## src/rtl/sn74ls163a_ctr_if.sv

```systemverilog
// Control/data bundle for the sn74ls163a_ctr counter; clk and clr_n stay plain ports on the counter.
interface sn74ls163a_ctr_if #(parameter int WIDTH = 4);
  logic             ld_n;
  logic             enp;
  logic             ent;
  logic [WIDTH-1:0] d;
  logic [WIDTH-1:0] q;
  logic             rco;

  modport master (output ld_n, enp, ent, d, input  q, rco);
  modport slave  (input  ld_n, enp, ent, d, output q, rco);
endinterface

```

## src/rtl/sn74ls163a_ctr.sv

```systemverilog
// SN74LS163A-style synchronous binary counter: sync clear > sync load > count (enp & ent) > hold.
// Define SN74LS163A_ASSERT_EN to compile simulation-only protocol/behaviour checks.
module sn74ls163a_ctr #(
  parameter int WIDTH = 4
) (
  input  logic          clk,
  input  logic          clr_n,
  sn74ls163a_ctr_if.slave bus
);

  logic [WIDTH-1:0] q_q;
  logic [WIDTH-1:0] q_d;

  // Clear lives in the flop process; load/count/hold are resolved here.
  always_comb begin
    q_d = q_q;
    if (!bus.ld_n)
      q_d = bus.d;
    else if (bus.enp && bus.ent)
      q_d = q_q + WIDTH'(1);
  end

  always_ff @(posedge clk) begin
    if (!clr_n) q_q <= '0;
    else        q_q <= q_d;
  end

  assign bus.q   = q_q;
  // Terminal count is gated only by ent so cascaded stages see carry without enp.
  assign bus.rco = bus.ent & (&q_q);

`ifdef SN74LS163A_ASSERT_EN
  logic [WIDTH-1:0] chk_q_prev;
  logic             chk_clr_prev;
  logic             chk_ld_prev;
  logic             chk_cnt_prev;
  logic [WIDTH-1:0] chk_d_prev;
  logic             chk_armed;

  always @(posedge clk) begin
    assert (!$isunknown({clr_n, bus.ld_n, bus.enp, bus.ent}))
      else $error("sn74ls163a_ctr: X/Z on a control input at clk edge");
    assert ($isunknown(q_q) || bus.rco === (bus.ent & (&q_q)))
      else $error("sn74ls163a_ctr: rco inconsistent with ent and q");
    if (chk_armed && !chk_clr_prev && !$isunknown(chk_q_prev)) begin
      if (chk_ld_prev)
        assert (q_q === chk_d_prev) else $error("sn74ls163a_ctr: load did not take d");
      else if (chk_cnt_prev)
        assert (q_q === chk_q_prev + WIDTH'(1)) else $error("sn74ls163a_ctr: increment is not +1");
      else
        assert (q_q === chk_q_prev) else $error("sn74ls163a_ctr: q changed with no clear/load/count");
    end
    chk_armed    <= 1'b1;
    chk_q_prev   <= q_q;
    chk_clr_prev <= !clr_n;
    chk_ld_prev  <= !bus.ld_n;
    chk_cnt_prev <= bus.enp && bus.ent;
    chk_d_prev   <= bus.d;
  end
`else
  // Checks compiled out; counter behaviour is unchanged.
`endif

endmodule

```

## src/flat_wrapper.sv

```systemverilog
// flat-port wrapper written by rule: the top's interface ports become plain ports
module sn74ls163a_ctr_flat 
#(
  parameter int WIDTH = 4
)
  (clk, clr_n, bus_ld_n, bus_enp, bus_ent, bus_d, bus_q, bus_rco);
  sn74ls163a_ctr_if #(.WIDTH(WIDTH)) bus_i ();
  input  logic clk;
  input  logic clr_n;
  input wire logic [$bits(bus_i.ld_n)-1:0] bus_ld_n;
  input wire logic [$bits(bus_i.enp)-1:0] bus_enp;
  input wire logic [$bits(bus_i.ent)-1:0] bus_ent;
  input wire logic [$bits(bus_i.d)-1:0] bus_d;
  output wire logic [$bits(bus_i.q)-1:0] bus_q;
  output wire logic [$bits(bus_i.rco)-1:0] bus_rco;
  assign bus_i.ld_n = bus_ld_n;
  assign bus_i.enp = bus_enp;
  assign bus_i.ent = bus_ent;
  assign bus_i.d = bus_d;
  assign bus_q = bus_i.q;
  assign bus_rco = bus_i.rco;
  sn74ls163a_ctr #(.WIDTH(WIDTH)) u_core (.clk(clk), .clr_n(clr_n), .bus(bus_i));
endmodule
```

## config.mk

```make
export PLATFORM = sky130hd
export DESIGN_NAME = sn74ls163a_ctr_flat
export DESIGN_NICKNAME = d
export VERILOG_FILES = /design/src/rtl/sn74ls163a_ctr_if.sv /design/src/rtl/sn74ls163a_ctr.sv /design/src/flat_wrapper.sv
export SDC_FILE = /design/constraint.sdc
export NUM_CORES = 1
export LEC_CHECK = 0
export ABC_AREA = 1
export BUFFER_PORTS_ARGS = -buffer_cell sky130_fd_sc_hd__clkbuf_2
export CAP_MARGIN = 20
export CORE_AREA = 2 2 39 41
export CTS_CLUSTER_SIZE = 40
export DETAILED_ROUTE_END_ITERATION = 7
export DIE_AREA = 0 0 41 43
export MAX_ROUTING_LAYER = met4
export PLACE_DENSITY = 0.5
export SYNTH_ARGS = -nofsm -noshare
export SYNTH_HDL_FRONTEND = slang
export SYNTH_SLANG_ARGS = --single-unit
```

## constraint.sdc

```tcl
create_clock -name clk -period 1.4 [get_ports clk]
set_clock_uncertainty 0.05 [all_clocks]
set_input_delay 0.21 -clock clk [delete_from_list [all_inputs] [get_ports clk]]
set_output_delay 0.21 -clock clk [all_outputs]
set_load 0.02 [all_outputs]
```

# [After elaboration in Yosys (flattened, before gate mapping)]
# Index checks and enable logic that the tools add are counted.
[classes] n_eq_ne=1 reduce_logical=2 mux=2 addsub=1 n_bitwise=1
[op_table] operator="$mux W4" count=2
[op_table] operator="$add A4 B1 Y4 const B" count=1
[op_table] operator="$reduce_and A4 Y1" count=1
[op_table] operator="$ne A2 B1 Y1 const B" count=1
[op_table] operator="$and A1 B1 Y1" count=1
[op_table] operator="$logic_and A1 B1 Y1" count=1
[word_totals] wordCells=8 register_bits=4

# [Longest topological paths before layout]
[logic_depth] depth_word=3 ltp_mapped=5

# [Worst setup path after synthesis]
# No wires, ideal clock.
[synth_timing] path_type="reg-to-output" start="reg u_core.q_q[0], in the netlist u_core.bus.q[0]" end="out bus_rco" slack_ns=0.057 arrival_ns=1.083 n_path_buf=0 path_stages_with_launch=4 path_cell_list="dfxtp_1 -> ha_1 -> nand2_1 -> nor2_1"
[synth_via] elab_chain_cells=2
[synth_lines] item="from (decl)" line="sn74ls163a_ctr.sv:11" text="logic [WIDTH-1:0] q_q;"
[synth_lines] item="from (signal assigned)" line="sn74ls163a_ctr.sv:25" text="else q_q <= q_d;"
[synth_lines] item="$reduce_and A4 Y1" line="sn74ls163a_ctr.sv:30" text="assign bus.rco = bus.ent & (&q_q);"
[synth_lines] item="$and A1 B1 Y1" line="sn74ls163a_ctr.sv:30"
[synth_lines] item="to (decl)" line="flat_wrapper.sv:15" text="output wire logic [$bits(bus_i.rco)-1:0] bus_rco;"
# No other way between the ends.

# [Worst setup path in the final report]
[layout_timing] start="reg u_core.q_q[1], in the netlist u_core.bus.q[1]" end="out bus_rco"
# The elaborated chain is that of the path after synthesis.

==> flow_metrics.env <==
export IMPL_status="completed"
export IMPL_pin_count=14
export IMPL_ys_ff_latch=4
export IMPL_die_h_um=43
export IMPL_start_util_pct=19.3
export IMPL_hold_viol=0
export IMPL_reg2reg_to="u_core.bus.q[2]$_SDFFE_PN0P_"
export IMPL_yosys_area_share_adder_pct=4.69
export IMPL_diodes=0
export IMPL_path_max_fanout=5
export IMPL_hold_path_depth=2
export IMPL_rsz0062_at_grt="no"
export IMPL_syn_area_um2=267
export IMPL_wirelength_um=636
export IMPL_worstRegToRegCells=4
export IMPL_htree_levels=1
export IMPL_muxShareOfSynthArea_pct=0
export IMPL_final_area_um2=402
export IMPL_synth_cells=38
export IMPL_yosys_area_share_simple_pct=43.7
export IMPL_reg2reg_slack_ns=0.42
export IMPL_max_freq_mhz=776
export IMPL_fin_nets=67
export IMPL_total_power_uw=352
export IMPL_dpl_cell_area_um2=359
export IMPL_critPathRequiredTime_ns=1.14
export IMPL_clkLatencyLatePin_ns=0.23
export IMPL_die_area_mm2=0.00176
export IMPL_crit_slowest_cell="dfxtp_4"
export IMPL_period_share_pct=92.0
export IMPL_cts_hold_buf=0
export IMPL_r2r_start="u_core.bus.q[1]$_SDFFE_PN0P_"
export IMPL_gp_congestion=0.674
export IMPL_mostFrequentLayoutCells="nand2_1 (12), clkbuf_2 (12), nand3_1 (5)"
export IMPL_avgRoutedWirePerCell_um=8.96
export IMPL_ir_drop_v=0.000546
export IMPL_synth_distinct_cells=17
export IMPL_arrival_ns=1.03
export IMPL_setup_viol=0
export IMPL_synth_nets=48
export IMPL_worst_path_largest_cell_delay_ns=0.37
export IMPL_relSlewSlack_pct=86.8
export IMPL_holdCritPathClass="in2reg"
export IMPL_cts_made_buffers=3
export IMPL_crit_type="reg2out"
export IMPL_remaining_drc_errors=0
export IMPL_drive_gt1_share_pct=45.5
export IMPL_cts_root_buf="clkbuf_4"
export IMPL_antenna_left=0
export IMPL_avgSynthCellArea_um2=7.01
export IMPL_nFillCells=158
export IMPL_clk_pin_slew_ns=0.03
export IMPL_gr_usage_all_layers_pct=8.63
export IMPL_firstDrtPassIters=2
export IMPL_yosysWarnings=0
export IMPL_synth_top_family_by_area="simple AND/OR/NAND/NOR gates"
export IMPL_worst_pin_slew_ns=0.198
export IMPL_synth_compound_area_share_pct=11.3
export IMPL_grt_ovfl_total=0
export IMPL_antenna_found_initial=0
export IMPL_area_growth_pct=50.7
export IMPL_grt_pass1_wl_um=931
export IMPL_cp_end_kind="primary output"
export IMPL_period_minus_slack_ns=1.29
export IMPL_largest_register_ffs=4
export IMPL_dpl_hpwl_um=518
export IMPL_grt_pass1_vias=244
export IMPL_synthXorXnorAreaFrac_pct=3.29
export IMPL_cts_tree="done"
export IMPL_power_density_mw_per_mm2=876
export IMPL_grt_max_degree=7
export IMPL_vias_per_cell=4.25
export IMPL_clock_path_buffers=2
export IMPL_leakage_uw=0.000206
export IMPL_die_x_um=41
export IMPL_hp_start="clr_n"
export IMPL_num_vias=302
export IMPL_maxCapViolations=0
export IMPL_drt_iter0_drc=9
export IMPL_slew_violations=0
export IMPL_ys_seq_area_share_pct=30.0
export IMPL_fin_tns_setup_ns=0
export IMPL_portBuffers=13
export IMPL_rows=14
export IMPL_holdPathEnd="u_core.bus.q[1]$_SDFFE_PN0P_"
export IMPL_clock_sinks=4
export IMPL_start_kind="register"
export IMPL_core_mm2=0.00138
export IMPL_crit_path_cell_trace="ha_4, nand2_1, nor2_1, buf_4"
==> cells in the mapped netlist <==
cell type	instances	area share, %
clkinv_1	1	1.4
nor2_1	2	2.8
a21oi_2	1	3.3
inv_2	1	1.4
nand2_4	1	4.2
inv_1	3	4.2
nor2_4	1	4.2
xor2_1	1	3.3
a21oi_1	1	1.9
ha_1	1	4.7
nand4_1	1	2.3
a31oi_1	1	2.3
dfxtp_1	4	30
nand3_1	5	9.4
o211a_1	1	3.8
nand3_2	1	3.8
nand2_1	12	17
==> kinds of logic (layout without fill, tap and decap cells) <==
family                     Yosys count  in the layout
and+or+nand+nor                     23             23
adders and majority gates            1              1
xor gates and xnor gates             1              1
AOI/OAI and AO/OA                    4              4
buffers and inverters                5             22
DFF                                  4              4
==> metal layers <==
layer | up-vias | global-route usage, % | part of all wire, %
met5 | - | - | 0
met3 | 0 | 9.42 | 13
li1 | 161 | - | -
met4 | 0 | 0 | 0
met1 | 126 | 8.97 | 42
met2 | 15 | 11.9 | 44
==> power breakdown <==
| part | internal, uW | switching, uW |
|---|---|---|
| sequential | 123 | 11.7 |
| combinational | 34.0 | 44.0 |
| clock | 95.6 | 43.4 |
==> through the flow <==
stage	hold slack, ns	std cells	worst slack, ns	utilization [%]
6_report	0.163	71	0.112	29.0
5_1_grt	0.150	71	0.0410	29.0
4_1_cts	0.159	71	0.0228	27.7
3_5_place_dp	0.411	68	0.220	25.9
3_3_place_gp	0.417	68	0.235	25.9
2_1_floorplan	0.308	38	0.0566	-
==> critical path: cells and delay by family, from the launching register on <==
| kind | cells | cell delay, ns |
|---|---|---|
| flops | 1 | 0.37 |
| fa+ha+maj | 1 | 0.13 |
| buf+inv | 1 | 0.14 |
| simple gates | 2 | 0.16 |
==> how the worst max path moves through the flow <==
stage,from,end,cells after the start
2_1_floorplan,u_core.bus.q[0]$_SDFFE_PN0P_,bus_rco,3
3_3_place_gp,u_core.bus.q[1]$_SDFFE_PN0P_,bus_rco,4
3_5_place_dp,u_core.bus.q[1]$_SDFFE_PN0P_,bus_rco,4
4_1_cts,u_core.bus.q[1]$_SDFFE_PN0P_,bus_rco,4
5_1_grt,u_core.bus.q[1]$_SDFFE_PN0P_,bus_rco,4
6_report,u_core.bus.q[1]$_SDFFE_PN0P_,bus_rco,4
==> area by class of cell <==
type / count / area [um2] / area share [%]
well taps: 16 / 20.0 / 4.98
multi-input cells: 29 / 180 / 44.9
repair buffers: 14 / 75.1 / 18.7
clock buffers: 3 / 22.5 / 5.61
flip-flops and latches: 4 / 85.1 / 21.2
inverters: 5 / 18.8 / 4.67
==> timing repair <==
item / in CTS / in global routing
setup buffers: 0 / 0
cloned: 0 / 0
resized for setup: 1 / 6
endpoints found under the hold margin: 0 / 0
endpoints found under the setup margin: 1 / 1
Note: power is estimated with default switching activity, not from simulation.
